--- src/rtl/demux_reg_if.sv ---
// ============================================================================
//  Module      : demux_reg_if
//  Description : Bundles the stream and channel signals of demux_reg.
//                The slave modport is the demultiplexer's view. The master
//                modport is the view of the environment around it, which
//                acts as both the source and the two consumers.
//  Signals     : I/S/in_valid/in_ready - input stream with destination select
//                Y0/y0_valid/y0_ready  - channel 0 output
//                Y1/y1_valid/y1_ready  - channel 1 output
//                cnt0/cnt1             - per-channel accepted-word counters
//  Revision    : 1.0 - initial release
// ============================================================================
`default_nettype none

interface demux_reg_if #(
  parameter int WIDTH = 16,
  parameter int CNT_W = 8
);

  logic [WIDTH-1:0] I;
  logic             S;
  logic             in_valid;
  logic             in_ready;

  logic [WIDTH-1:0] Y0;
  logic             y0_valid;
  logic             y0_ready;

  logic [WIDTH-1:0] Y1;
  logic             y1_valid;
  logic             y1_ready;

  logic [CNT_W-1:0] cnt0;
  logic [CNT_W-1:0] cnt1;

  // Environment side: drives the input stream and the consumer readies.
  modport master (
    output I, S, in_valid, y0_ready, y1_ready,
    input  in_ready, Y0, Y1, y0_valid, y1_valid, cnt0, cnt1
  );

  // Demultiplexer side.
  modport slave (
    input  I, S, in_valid, y0_ready, y1_ready,
    output in_ready, Y0, Y1, y0_valid, y1_valid, cnt0, cnt1
  );

endinterface

`default_nettype wire

--- src/rtl/demux_reg.sv ---
// ============================================================================
//  Module      : demux_reg
//  Description : Registered 1-to-2 demultiplexer. It steers each word of a
//                valid/ready input stream into one of two independently
//                back-pressured output registers, chosen by the select S.
//                Each channel holds one word and counts the words accepted
//                into it. The counters wrap.
//  Ports       : clk - rising-edge clock
//                rst - synchronous active-high reset
//                bus - demux_reg_if.slave, which carries:
//                        I, S, in_valid, in_ready   - input stream
//                        Y0/Y1, y0/y1_valid, ready  - output channels
//                        cnt0, cnt1                 - accept counters
//  Revision    : 1.0 - initial release
// ============================================================================
`default_nettype none

module demux_reg #(
  parameter int WIDTH = 16,
  parameter int CNT_W = 8
) (
  input  logic        clk,
  input  logic        rst,
  demux_reg_if.slave  bus
);

  typedef enum logic [0:0] {
    ST_EMPTY = 1'b0,
    ST_FULL  = 1'b1
  } state_t;

  // Per-channel views. Index 0 is Y0 and index 1 is Y1.
  logic [1:0]            w_yready;
  logic [1:0]            w_valid;
  logic [1:0]            w_free;
  logic [1:0]            w_load;
  logic [1:0][WIDTH-1:0] w_data;
  logic [1:0][CNT_W-1:0] w_cnt;
  logic                  w_in_ready;
  logic                  w_accept;

  assign w_yready = {bus.y1_ready, bus.y0_ready};

  // in_ready looks only at the slot named by the presented select.
  // in_valid is deliberately left out, so that a source cannot form a
  // combinational loop through in_ready. rst forces in_ready low so that no
  // word is reported as taken on a cycle whose edge discards it.
  assign w_in_ready = !rst && w_free[bus.S];
  assign w_accept   = bus.in_valid && w_in_ready;

  generate
    for (genvar g = 0; g < 2; g++) begin : g_ch
      state_t           r_state;
      state_t           w_state_nxt;
      logic [WIDTH-1:0] r_data;
      logic [CNT_W-1:0] r_cnt;
      logic             w_drain;

      assign w_valid[g] = (r_state == ST_FULL);
      assign w_drain    = w_valid[g] && w_yready[g];
      // The slot is free when it is empty, or when it empties at this edge.
      // A word that drains can be replaced by a new word in the same cycle.
      assign w_free[g]  = !w_valid[g] || w_yready[g];
      assign w_load[g]  = w_accept && (bus.S == 1'(g));

      always_comb begin
        w_state_nxt = r_state;
        case (r_state)
          ST_EMPTY: begin
            if (w_load[g]) begin
              w_state_nxt = ST_FULL;
            end
          end
          ST_FULL: begin
            // A drain together with a load keeps the slot full.
            if (w_drain && !w_load[g]) begin
              w_state_nxt = ST_EMPTY;
            end
          end
          default: begin
            w_state_nxt = ST_EMPTY;
          end
        endcase
      end

      always_ff @(posedge clk) begin
        if (rst) begin
          r_state <= ST_EMPTY;
          r_data  <= '0;
          r_cnt   <= '0;
        end else begin
          r_state <= w_state_nxt;
          // The data register only changes on a load. After a drain it
          // keeps showing the last word it held.
          if (w_load[g]) begin
            r_data <= bus.I;
            r_cnt  <= r_cnt + CNT_W'(1);
          end
        end
      end

      assign w_data[g] = r_data;
      assign w_cnt[g]  = r_cnt;
    end
  endgenerate

  assign bus.in_ready = w_in_ready;
  assign bus.Y0       = w_data[0];
  assign bus.Y1       = w_data[1];
  assign bus.y0_valid = w_valid[0];
  assign bus.y1_valid = w_valid[1];
  assign bus.cnt0     = w_cnt[0];
  assign bus.cnt1     = w_cnt[1];

endmodule

`default_nettype wire

--- src/flat_wrapper.sv ---
// flat-port wrapper written by rule: the top's interface ports become plain ports
module demux_reg_flat 
#(
  parameter int WIDTH = 16,
  parameter int CNT_W = 8
)
  (clk, rst, bus_I, bus_S, bus_in_valid, bus_y0_ready, bus_y1_ready, bus_in_ready, bus_Y0, bus_Y1, bus_y0_valid, bus_y1_valid, bus_cnt0, bus_cnt1);
  demux_reg_if #(.WIDTH(WIDTH), .CNT_W(CNT_W)) bus_i ();
  input  logic clk;
  input  logic rst;
  input wire logic [$bits(bus_i.I)-1:0] bus_I;
  input wire logic [$bits(bus_i.S)-1:0] bus_S;
  input wire logic [$bits(bus_i.in_valid)-1:0] bus_in_valid;
  input wire logic [$bits(bus_i.y0_ready)-1:0] bus_y0_ready;
  input wire logic [$bits(bus_i.y1_ready)-1:0] bus_y1_ready;
  output wire logic [$bits(bus_i.in_ready)-1:0] bus_in_ready;
  output wire logic [$bits(bus_i.Y0)-1:0] bus_Y0;
  output wire logic [$bits(bus_i.Y1)-1:0] bus_Y1;
  output wire logic [$bits(bus_i.y0_valid)-1:0] bus_y0_valid;
  output wire logic [$bits(bus_i.y1_valid)-1:0] bus_y1_valid;
  output wire logic [$bits(bus_i.cnt0)-1:0] bus_cnt0;
  output wire logic [$bits(bus_i.cnt1)-1:0] bus_cnt1;
  assign bus_i.I = bus_I;
  assign bus_i.S = bus_S;
  assign bus_i.in_valid = bus_in_valid;
  assign bus_i.y0_ready = bus_y0_ready;
  assign bus_i.y1_ready = bus_y1_ready;
  assign bus_in_ready = bus_i.in_ready;
  assign bus_Y0 = bus_i.Y0;
  assign bus_Y1 = bus_i.Y1;
  assign bus_y0_valid = bus_i.y0_valid;
  assign bus_y1_valid = bus_i.y1_valid;
  assign bus_cnt0 = bus_i.cnt0;
  assign bus_cnt1 = bus_i.cnt1;
  demux_reg #(.WIDTH(WIDTH), .CNT_W(CNT_W)) u_core (.clk(clk), .rst(rst), .bus(bus_i));
endmodule
--- config.mk ---
export PLATFORM = sky130hd
export DESIGN_NAME = demux_reg_flat
export DESIGN_NICKNAME = d
export VERILOG_FILES = /design/src/rtl/demux_reg_if.sv /design/src/rtl/demux_reg.sv /design/src/flat_wrapper.sv
export SDC_FILE = /design/constraint.sdc
export NUM_CORES = 1
export LEC_CHECK = 0
export ABC_AREA = 1
export BUFFER_PORTS_ARGS = -buffer_cell sky130_fd_sc_hd__buf_4
export CORE_MARGIN = 1
export CORE_UTILIZATION = 40
export DETAILED_ROUTE_END_ITERATION = 8
export MAX_ROUTING_LAYER = met4
export PLACE_DENSITY_LB_ADDON = 0.2
export SYNTH_ARGS = -nofsm -noshare
export SYNTH_HDL_FRONTEND = slang
export SYNTH_SLANG_ARGS = --single-unit
--- constraint.sdc ---
create_clock -name clk -period 1.1 [get_ports clk]
set_input_delay 0.165 -clock clk [delete_from_list [all_inputs] [get_ports clk]]
set_output_delay 0.165 -clock clk [all_outputs]
set_load 0.03 [all_outputs]
* Word-level counts from Yosys, hierarchy flattened
Index checks and enable logic that the tools add are counted. Widths: inputs -> output; s select.
Word-level totals: bits in registers 50, input port bits 22
Cells by class: add/subtract/negate cells 2, magnitude comparators 1, muxes and demuxes 8, bitwise logic cells 3, reduce and logical (&&, ||, !) cells 15
Operators by type and width (count):
- $add 8x1->8 const B | 2
- $logic_and 1x1->1 | 8
- $mux 1 | 6
- $logic_not 1->1 | 5
- $pmux 1 s2 | 2
- $not 1->1 | 3
- $logic_or 1x1->1 | 2
- $lt 1x2->1 const B | 1

* Logic depth before layout (Yosys ltp)
Gate-level depths: netlist (run 1).
word-level depth 11, mapped depth 9

* Least setup slack after synthesis (run 1)
No wires, ideal clock.
kind flip-flop to flip-flop, start point register u_core.g_ch[0].r_state (netlist: u_core.bus.y0_valid), end point register u_core.g_ch[0].r_data[0] (netlist: u_core.bus.Y0[0]), arrival time 1.351 ns, required time 0.984 ns, slack -0.367 ns, stages on the path, launching flop included 9, clock period less this slack 1.467 ns, cell sequence dfxtp_1 -> nand2_1 -> nor2_1 -> nor2_4 -> nand3_4 -> clkinv_2 -> buf_6 -> nor2_1 -> nor2_1
On the way: cells in the longest elaborated chain, start to end 7
Ends and longest elaborated chain:
- start: declaration | RTL line demux_reg.sv:53 | state_t r_state;
- start signal: assignment | RTL line demux_reg.sv:92 | r_state <= w_state_nxt;
- $logic_not 1->1 | RTL line demux_reg.sv:63 | assign w_free[g] = !w_valid[g] || w_yready[g];
- $logic_or 1x1->1 | RTL line demux_reg.sv:63
- $mux 1 (implied by the code) (2 in a row) | RTL line demux_reg.sv:48 | assign w_in_ready = !rst && w_free[bus.S];
- $logic_and 1x1->1 | RTL line demux_reg.sv:48
- via bus_in_ready | RTL line flat_wrapper.sv:16 | output wire logic [$bits(bus_i.in_ready)-1:0] bus_in_ready;
- $logic_and 1x1->1 | RTL line demux_reg.sv:49 | assign w_accept = bus.in_valid && w_in_ready;
- $logic_and 1x1->1 | RTL line demux_reg.sv:64 | assign w_load[g] = w_accept && (bus.S == 1'(g));
- end signal: assignment | RTL line demux_reg.sv:96 | r_data <= bus.I;
- end: declaration | RTL line demux_reg.sv:55 | logic [WIDTH-1:0] r_data;
The timed path passes the listed nets, and every way through them passes these cells. The select of a mux whose other input is x is not followed. A chain may end at the register's enable or synchronous reset.

* Worst setup path after layout (run 1)
start point register u_core.g_ch[1].r_state (netlist: u_core.bus.y1_valid), end point register u_core.g_ch[1].r_cnt[6] (netlist: u_core.bus.cnt1[6])
On the way: cells in the longest elaborated chain, start to end 7
Ends and longest elaborated chain:
- start: declaration | RTL line demux_reg.sv:53
- start signal: assignment | RTL line demux_reg.sv:92
- $logic_not 1->1 | RTL line demux_reg.sv:63
- $logic_or 1x1->1 | RTL line demux_reg.sv:63
- $mux 1 (implied by the code) (2 in a row) | RTL line demux_reg.sv:48
- $logic_and 1x1->1 | RTL line demux_reg.sv:48
- $logic_and 1x1->1 | RTL line demux_reg.sv:49
- $logic_and 1x1->1 | RTL line demux_reg.sv:64
- end signal: assignment | RTL line demux_reg.sv:97 | r_cnt <= r_cnt + CNT_W'(1);
- end: declaration | RTL line demux_reg.sv:56 | logic [CNT_W-1:0] r_cnt;
Every way passes these cells. The select of a mux whose other input is x is not followed.

==> results.sh, run 1 <==
export IMPL_clk_path_buf_depth=2
export IMPL_placed_area_mm2=0.00285
export IMPL_rr_endpoint="u_core.bus.cnt1[6]"
export IMPL_worstPathRequired_ns=1.33
export IMPL_setup_viol=50
export IMPL_htreeDepth=2
export IMPL_vias_per_cell=4.76
export IMPL_synth_xor_area_share_pct=1.31
export IMPL_holdPathStages=3
export IMPL_dr_pass1_iters=5
export IMPL_synth_top_family_by_area="simple AND/OR/NAND/NOR gates"
export IMPL_tritoncts="built"
export IMPL_critPathKind="flop to flop"
export IMPL_first_global_vias=1851
export IMPL_end_kind="flop"
export IMPL_max_freq_mhz=762
export IMPL_endpoint="u_core.bus.cnt1[6]"
export IMPL_hpwl_um=3650
export IMPL_crit_arrival_ns=1.55
export IMPL_drc_errors=0
export IMPL_netlist_instances=269
export IMPL_start_util_pct=41.9
export IMPL_hold_class="input port to flop"
export IMPL_grt_usage_pct=21.5
export IMPL_hold_violations=0
export IMPL_maxSlewViolCount=0
export IMPL_ys_seq_area_share_pct=50.0
export IMPL_min_period_ns=1.31
export IMPL_grt_ovfl_total=0
export IMPL_post_drt_wl_per_cell_um=12.3
export IMPL_synth_compound_area_share_pct=12.5
export IMPL_synth_distinct_cells=23
export IMPL_synth_enable_flop_cells=0
export IMPL_fillers=451
export IMPL_worstPathMaxFanout=7
export IMPL_io_pins=73
export IMPL_reg2reg_depth=6
export IMPL_wl_um=5410
export IMPL_ir_drop_mv=0.692
export IMPL_yosys_register_bits=50
export IMPL_relSlewSlack_pct=80.7
export IMPL_synthToLayoutAreaGrowth_pct=61.0
export IMPL_worstSetupStartpointType="flop"
export IMPL_max_cap_violations=0
export IMPL_tightestPinTransition_ns=0.290
export IMPL_postCtsHoldBufs=0
export IMPL_grt_max_degree=26
export IMPL_violations="negative setup slack"
export IMPL_async_reset_ff_share_pct=0
export IMPL_io_buffer_count=72
export IMPL_p_per_area_mw_per_mm2=1170
export IMPL_crit_reg2reg_launch="u_core.bus.y1_valid"
export IMPL_ys_flop_type="dfxtp_1"
export IMPL_status="finished with violations"
export IMPL_layout_setup_ws_ns=-0.212
export IMPL_placedCellCount=424
export IMPL_clock_sinks=50
export IMPL_grt_pass1_wl_um=8670
export IMPL_die_w_um=72.8
export IMPL_cts_buffers=5
export IMPL_die_h_um=72.8
export IMPL_fin_cells=441
export IMPL_num_rows=25
export IMPL_fin_skew_ns=0.00933
export IMPL_antenna_found_initial=0
export IMPL_fp_coreArea_mm2=0.00479
export IMPL_antenna_left=0
export IMPL_yosys_area_share_simple_pct=28.9
export IMPL_synth_nets=293
export IMPL_cts_root_buf="clkbuf_8"
export IMPL_dieArea_mm2=0.00529
export IMPL_clkTransAtPathRegs_ns=0.10
export IMPL_rsz0062_at_grt="true"
export IMPL_drive_gt1_share_pct=43.6
export IMPL_leakage_nw=1.40
export IMPL_muxShareOfSynthArea_pct=0
export IMPL_gp_congestion=0.800
export IMPL_avgSynthCellArea_um2=7.45
export IMPL_clock_latency_ns=0.30
export IMPL_fin_area_mm2=0.00322
export IMPL_diodes=0
export IMPL_vias=2098
export IMPL_yosysWarnings=0
export IMPL_period_share_pct=119
export IMPL_whs_ns=0.0958
export IMPL_rrSetupSlack_ns=-0.21
export IMPL_cp_startpoint="u_core.bus.y1_valid"
export IMPL_synth_area_mm2=0.00200
export IMPL_synthAdderAreaFrac_pct=1.25
export IMPL_nets=397
export IMPL_drtIter0Drc=93
-- what timing repair did --
item,CTS,global route
setup buffers,5,5
gates resized for setup,29,23
pin swaps,3,2
setup endpoints to repair,56,58
-- area by class of cell --
type / count / area (µm²) / area share [%]
multi-input combinational: 193 / 1030 / 32.0
tap: 67 / 83.8 / 2.60
timing repair buffer: 109 / 902 / 28.0
inverter: 14 / 60.1 / 1.86
clock buffer: 8 / 111 / 3.45
sequential: 50 / 1040 / 32.1
-- cell families (layout without fill, tap and decap cells) --
family | count (synthesis) | count (layout)
AND/OR/NAND/NOR | 138 | 138
AO/OA/AOI/OAI | 50 | 50
flip-flops | 50 | 50
buffers and inverters | 26 | 131
XOR/XNOR | 3 | 3
adder cells (fa/ha/maj) | 2 | 2
-- power breakdown --
part | switching (mW) | internal (mW)
combinational | 0.352 | 0.268
clock | 0.599 | 0.651
sequential | 0.0384 | 1.86
total | 0.989 | 2.78
-- worst max-delay path, cell delays in order (launching register included) --
cell     delay [ns]
dfxtp_4        0.36
nand2_1        0.15
nand4_4        0.17
buf_4          0.18
nor2_1         0.14
o21ai_0        0.11
a21oi_1        0.13
-- worst min-delay path by stage --
stage,to,startpoint,slack (ns)
floorplan,u_core.bus.Y1[15],bus_I[15],0.31
global placement,u_core.bus.Y0[2],bus_I[2],0.41
detailed placement,u_core.bus.Y0[14],bus_I[14],0.42
CTS,u_core.bus.Y0[2],bus_I[2],0.1
global route,u_core.bus.Y0[15],bus_I[15],0.10
finish,u_core.bus.Y0[2],bus_I[2],0.1
-- placed cells by master, fill, tap and decap left out --
master     instances
a21oi_1           27
a21oi_2            1
buf_12             1
buf_4             89
buf_6             19
clkbuf_1           1
clkbuf_16          1
clkbuf_8           6
clkinv_4           1
dfxtp_1           34
dfxtp_2           10
dfxtp_4            6
ha_1               1
ha_4               1
inv_1              9
inv_2              3
inv_4              1
nand2_1           62
nand2_2            3
nand3_1            6
nand3_2            3
nand3_4            3
nand3b_1           1
nand4_1            3
nand4_4            1
nor2_1            46
nor2_2             1
nor2_4             5
nor3_1             1
nor3_2             1
nor3_4             2
o21ai_0            4
o21ai_1           13
o21ai_2            5
xnor2_1            1
xor2_1             2
-- sequential cells by signal (all words and copies together) (netlist names) --
signal	count
u_core.bus.cnt0	8
u_core.bus.cnt1	8
u_core.bus.y0_valid	1
u_core.bus.y1_valid	1
u_core.bus.Y0	16
u_core.bus.Y1	16
-- synth_stat cells, types with 2 or more instances --
master / instances / area, µm²
ha_1: 2 / 25.0
nor3_1: 4 / 20.0
nand2_1: 65 / 244
a21oi_1: 28 / 140
dfxtp_1: 50 / 1000
o21ai_0: 19 / 95.1
inv_1: 11 / 41.3
nand4_1: 3 / 18.8
o21ai_1: 3 / 15.0
nor2_1: 51 / 191
buf_6: 2 / 22.5
clkbuf_1: 5 / 18.8
nand3_1: 11 / 55.1
xor2_1: 2 / 17.5
buf_2: 5 / 25.0
-- metal layers --
| metal | wire length (µm) | part of all wire (%) | global-route usage (%) |
|---|---|---|---|
| met1 | 2560 | 47 | 28.5 |
| met2 | 2550 | 47 | 33.6 |
| met4 | 45 | 0.83 | 5.23 |
| met5 | 0 | 0 | - |
| met3 | 258 | 4.8 | 4.56 |
-- through the flow --
step / setup WS, ns / TNS, ns / utilization [%] / power [mW]
after floorplan: -0.235 / -5.03 / - / 2.24
after global placement: -0.125 / -3.93 / 59.6 / 2.48
after detailed placement: -0.192 / -5.87 / 59.6 / 2.49
after CTS: -0.198 / -6.30 / 64.8 / 3.75
after global routing: -0.268 / -10.53 / 67.4 / 3.90
final: -0.212 / -7.28 / 67.4 / 3.77
(Power assumes the default switching activity.)
==> inputs of run 2 (changes only) <==
Clock period 1.1 ns to 1.6 ns, I/O delays scaled along.
==> results.sh, run 2 (synthesis results as in run 1) <==
export IMPL_status="finished clean"
export IMPL_grt_max_degree=26
export IMPL_crit_arrival_ns=1.16
export IMPL_hold_path_startpoint="bus_I[14]"
export IMPL_grt_usage_pct=19.4
export IMPL_worstPathMaxFanout=3
export IMPL_clkTransAtPathRegs_ns=0.09
export IMPL_rsz0062_at_grt="false"
export IMPL_dieArea_mm2=0.00529
export IMPL_ir_drop_mv=0.555
export IMPL_worstSetupStartpointType="flop"
export IMPL_maxSlewViolCount=0
export IMPL_synthToLayoutAreaGrowth_pct=35.9
export IMPL_hold_class="input port to flop"
export IMPL_max_freq_mhz=716
export IMPL_fin_skew_ns=0.00344
export IMPL_grt_pass1_wl_um=7780
export IMPL_p_per_area_mw_per_mm2=927
export IMPL_vias_per_cell=4.75
export IMPL_fp_coreArea_mm2=0.00479
export IMPL_grt_ovfl_total=0
export IMPL_drtIter0Drc=77
export IMPL_cts_setup_buffers=0
export IMPL_gp_congestion=0.790
export IMPL_num_rows=25
export IMPL_reg2reg_depth=7
export IMPL_crit_reg2reg_launch="u_core.bus.y1_valid"
export IMPL_whs_ns=0.201
export IMPL_io_pins=73
export IMPL_io_buffer_count=72
export IMPL_drive_gt1_share_pct=26.5
export IMPL_vias=1954
export IMPL_first_global_vias=1749
export IMPL_rr_endpoint="u_core.bus.cnt0[0]"
export IMPL_final_common_cell="buf_4"
export IMPL_relSlewSlack_pct=70.7
export IMPL_htreeDepth=2
export IMPL_die_h_um=72.8
export IMPL_worstHoldEndpoint="u_core.bus.Y0[14]"
export IMPL_cts_root_buf="clkbuf_8"
export IMPL_period_share_pct=87.3
export IMPL_antenna_left=0
export IMPL_tightestPinTransition_ns=0.438
export IMPL_end_kind="output port"
export IMPL_cts_buffers=5
export IMPL_diodes=0
export IMPL_hpwl_um=3480
export IMPL_antenna_found_initial=0
export IMPL_holdPathStages=3
export IMPL_clk_path_buf_depth=2
export IMPL_setup_viol=0
export IMPL_tns_ns=0
export IMPL_dr_pass1_iters=4
export IMPL_layout_common_cells="buf_4 (79), nand2_1 (65), nor2_1 (51)"
export IMPL_cp_startpoint="u_core.bus.y0_valid"
export IMPL_post_drt_wl_per_cell_um=11.6
export IMPL_min_period_ns=1.40
export IMPL_die_w_um=72.8
export IMPL_tritoncts="built"
export IMPL_clock_latency_ns=0.29
export IMPL_max_cap_violations=0
export IMPL_rrSetupSlack_ns=0.25
export IMPL_wl_um=4770
export IMPL_clock_sinks=50
export IMPL_hold_violations=0
export IMPL_start_util_pct=41.9
export IMPL_drc_errors=0
export IMPL_worstPathRequired_ns=1.36
export IMPL_critPathKind="flop to output port"
export IMPL_nets=367
export IMPL_leakage_nw=1.18
-- run 2: cell types whose count changed in the layout (fill, tap and decap cells not counted), moves of 6 or more --
cell / before / now
buf_6: 19 / 0
o21ai_0: 4 / 19
buf_4: 89 / 79
dfxtp_4: 6 / 0
o21ai_1: 13 / 3
dfxtp_2: 10 / 0
dfxtp_1: 34 / 50
-- run 2: worst max-delay path, stage by stage (launching register included) --
cell and delay (ns):
dfxtp_1 0.37, nand2_1 0.08, nor2_1 0.17, nor2_4 0.08, buf_4 0.17
-- run 2: timing repair --
action / in CTS / in global routing
resized for setup: 0 / 1
setup endpoints to repair: 0 / 1
hold buffers: 0 / 0
-- run 2: final cells by class --
| cell class | instances | area, µm² |
|---|---|---|
| fill | 487 | 2060 |
| clock inverter | 1 | 30.0 |
| multi-input combinational | 193 | 880 |
| sequential | 50 | 1000 |
| tap | 67 | 83.8 |
| timing repair buffer | 79 | 593 |
| inverter | 14 | 57.6 |
| clock buffer | 7 | 76.3 |
-- run 2: power by group --
group / internal [mW] / total [mW] / switching (mW)
clock: 0.468 / 0.871 / 0.403
combinational: 0.132 / 0.342 / 0.210
sequential: 1.28 / 1.31 / 0.0253
total: 1.88 / 2.52 / 0.638
-- run 2: worst max path at each step --
stage / endpoint / slack [ns] / depth (start not counted)
6_report: bus_in_ready / 0.20 / 4
5_1_grt: u_core.bus.Y0[10] / 0.1 / 7
4_1_cts: u_core.bus.Y0[5] / 0.16 / 7
3_5_place_dp: u_core.bus.Y0[5] / 0.12 / 9
3_3_place_gp: u_core.bus.Y0[12] / 0.16 / 9
2_1_floorplan: u_core.bus.Y0[0] / 0.13 / 8
-- run 2: metal layers --
| layer | wire, µm | GRT usage [%] | up-vias |
|---|---|---|---|
| met5 | 0 | - | - |
| met1 | 2310 | 24.5 | 878 |
| met3 | 206 | 3.04 | 5 |
| met2 | 2200 | 32.2 | 55 |
| met4 | 47 | 5.88 | 0 |
| li1 | - | - | 1016 |
-- run 2: per-stage QoR --
| step | utilization, % | power (mW) | cell area [µm²] | worst slack [ns] | std cells |
|---|---|---|---|---|---|
| 2_1_floorplan | - | 1.54 | 2000 | 0.133 | 269 |
| 3_3_place_gp | 54.6 | 1.68 | 2610 | 0.161 | 403 |
| 3_5_place_dp | 54.6 | 1.68 | 2610 | 0.120 | 403 |
| 4_1_cts | 56.8 | 2.54 | 2720 | 0.161 | 411 |
| 5_1_grt | 56.9 | 2.62 | 2720 | 0.0979 | 411 |
| 6_report | 56.9 | 2.52 | 2720 | 0.204 | 411 |
==> inputs of run 3 (changes only) <==
Settings changed: CTS_CLUSTER_SIZE set to 8, REMOVE_ABC_BUFFERS set to 1.
Clock period 1.6 ns to 1.5 ns, I/O delays scaled along.
==> results.sh, run 3 (synthesis results as in run 1) <==
export IMPL_drive_gt1_share_pct=27.5
export IMPL_max_cap_violations=0
export IMPL_maxSlewViolCount=0
export IMPL_io_buffer_count=72
export IMPL_num_rows=25
export IMPL_tns_ns=0
export IMPL_end_kind="output port"
export IMPL_layout_setup_ws_ns=0.116
export IMPL_vias=1913
export IMPL_post_drt_wl_per_cell_um=11.8
export IMPL_grt_usage_pct=19.4
export IMPL_crit_reg2reg_launch="u_core.bus.y1_valid"
export IMPL_grt_pass1_wl_um=7610
export IMPL_clock_latency_ns=0.30
export IMPL_fillers=451
export IMPL_cts_setup_buffers=0
export IMPL_whs_ns=0.158
export IMPL_rr_endpoint="u_core.bus.cnt0[0]"
export IMPL_ir_drop_mv=0.569
export IMPL_nets=369
export IMPL_reg2reg_depth=7
export IMPL_worstPathMaxFanout=3
export IMPL_grt_ovfl_total=0
export IMPL_placed_area_mm2=0.00263
export IMPL_start_util_pct=41.9
export IMPL_tritoncts="built"
export IMPL_clock_sinks=50
export IMPL_min_period_ns=1.38
export IMPL_critPathKind="flop to output port"
export IMPL_relSlewSlack_pct=73.6
export IMPL_rsz0062_at_grt="false"
export IMPL_synthToLayoutAreaGrowth_pct=36.7
export IMPL_placedCellCount=405
export IMPL_power_total_mw=2.70
export IMPL_drc_errors=0
export IMPL_die_w_um=72.8
export IMPL_fin_cells=413
export IMPL_max_freq_mhz=723
export IMPL_antenna_found_initial=0
export IMPL_final_core_util_pct=57.2
export IMPL_io_pins=73
export IMPL_hold_class="input port to flop"
export IMPL_tightestPinTransition_ns=0.394
export IMPL_layout_common_cells="buf_4 (81), nand2_1 (65), nor2_1 (51)"
export IMPL_period_share_pct=92.3
export IMPL_hold_violations=0
export IMPL_status="finished clean"
export IMPL_dieArea_mm2=0.00529
export IMPL_grt_max_degree=26
export IMPL_wl_um=4860
export IMPL_htreeDepth=2
export IMPL_leakage_nw=1.19
export IMPL_postCtsHoldBufs=0
export IMPL_worstSetupStartpointType="flop"
export IMPL_antenna_left=0
export IMPL_crit_arrival_ns=1.16
export IMPL_endpoint="bus_in_ready"
export IMPL_dr_pass1_iters=4
export IMPL_gp_congestion=0.797
export IMPL_cts_root_buf="clkbuf_8"
export IMPL_clk_path_buf_depth=2
export IMPL_clkTransAtPathRegs_ns=0.09
export IMPL_fp_coreArea_mm2=0.00479
export IMPL_worstPathRequired_ns=1.27
export IMPL_die_h_um=72.8
export IMPL_cp_startpoint="u_core.bus.y0_valid"
export IMPL_first_global_vias=1599
export IMPL_fin_skew_ns=0.00671
export IMPL_setup_viol=0
export IMPL_cts_buffers=5
export IMPL_final_common_cell="buf_4"
export IMPL_place_ws_ns=0.0933
export IMPL_p_per_area_mw_per_mm2=985
export IMPL_vias_per_cell=4.63
export IMPL_diodes=0
export IMPL_drtIter0Drc=105
export IMPL_rrSetupSlack_ns=0.16
export IMPL_fin_area_mm2=0.00274
export IMPL_hpwl_um=3500
run 3: cell count changes in the layout (fill, tap and decap cells not counted):
cell / previous run / this run
clkbuf_1: 2 / 0
clkinv_2: 0 / 2
buf_4: 79 / 81
run 3: power breakdown:
group          internal, mW  switching (mW)  total (mW)
clock                 0.491           0.442       0.933
combinational         0.142           0.225       0.367
sequential             1.37          0.0271        1.40
total                  2.00           0.694        2.70
run 3: how the worst min path moves through the flow:
stage,startpoint,end,cells past startpoint
after global placement,u_core.bus.Y1[0],u_core.bus.Y1[0],2
after global routing,bus_I[11],u_core.bus.Y1[11],3
after floorplan,rst,u_core.bus.Y1[0],1
after detailed placement,u_core.bus.Y1[11],u_core.bus.Y1[11],2
final,bus_I[13],u_core.bus.Y0[13],3
after CTS,bus_I[13],u_core.bus.Y0[13],3
run 3: repair_timing:
item / CTS / global route
setup endpoints to repair: 0 / 14
endpoints found under the hold margin: 0 / 0
gates resized for setup: 0 / 1
run 3: layout make-up:
class / count / area, µm² / share of cell area, %
clock buffers: 5 / 68.8 / 2.51
clock inverters: 3 / 40.0 / 1.46
inverters: 14 / 57.6 / 2.10
multi-input cells: 193 / 880 / 32.1
flip-flops and latches: 50 / 1000 / 36.5
well taps: 67 / 83.8 / 3.06
repair buffers: 81 / 608 / 22.2
run 3: critical path: stages (launching register included):
cell and delay [ns]:
dfxtp_1 0.36, nand2_1 0.08, nor2_1 0.17, nor2_4 0.08, buf_4 0.17
run 3: per-layer routing:
metal / part of all wire, % / GRT usage, %
met4: 0.78 / 5.88
met2: 45 / 28.9
met5: 0 / -
met3: 4.3 / 4.97
met1: 49 / 25.9
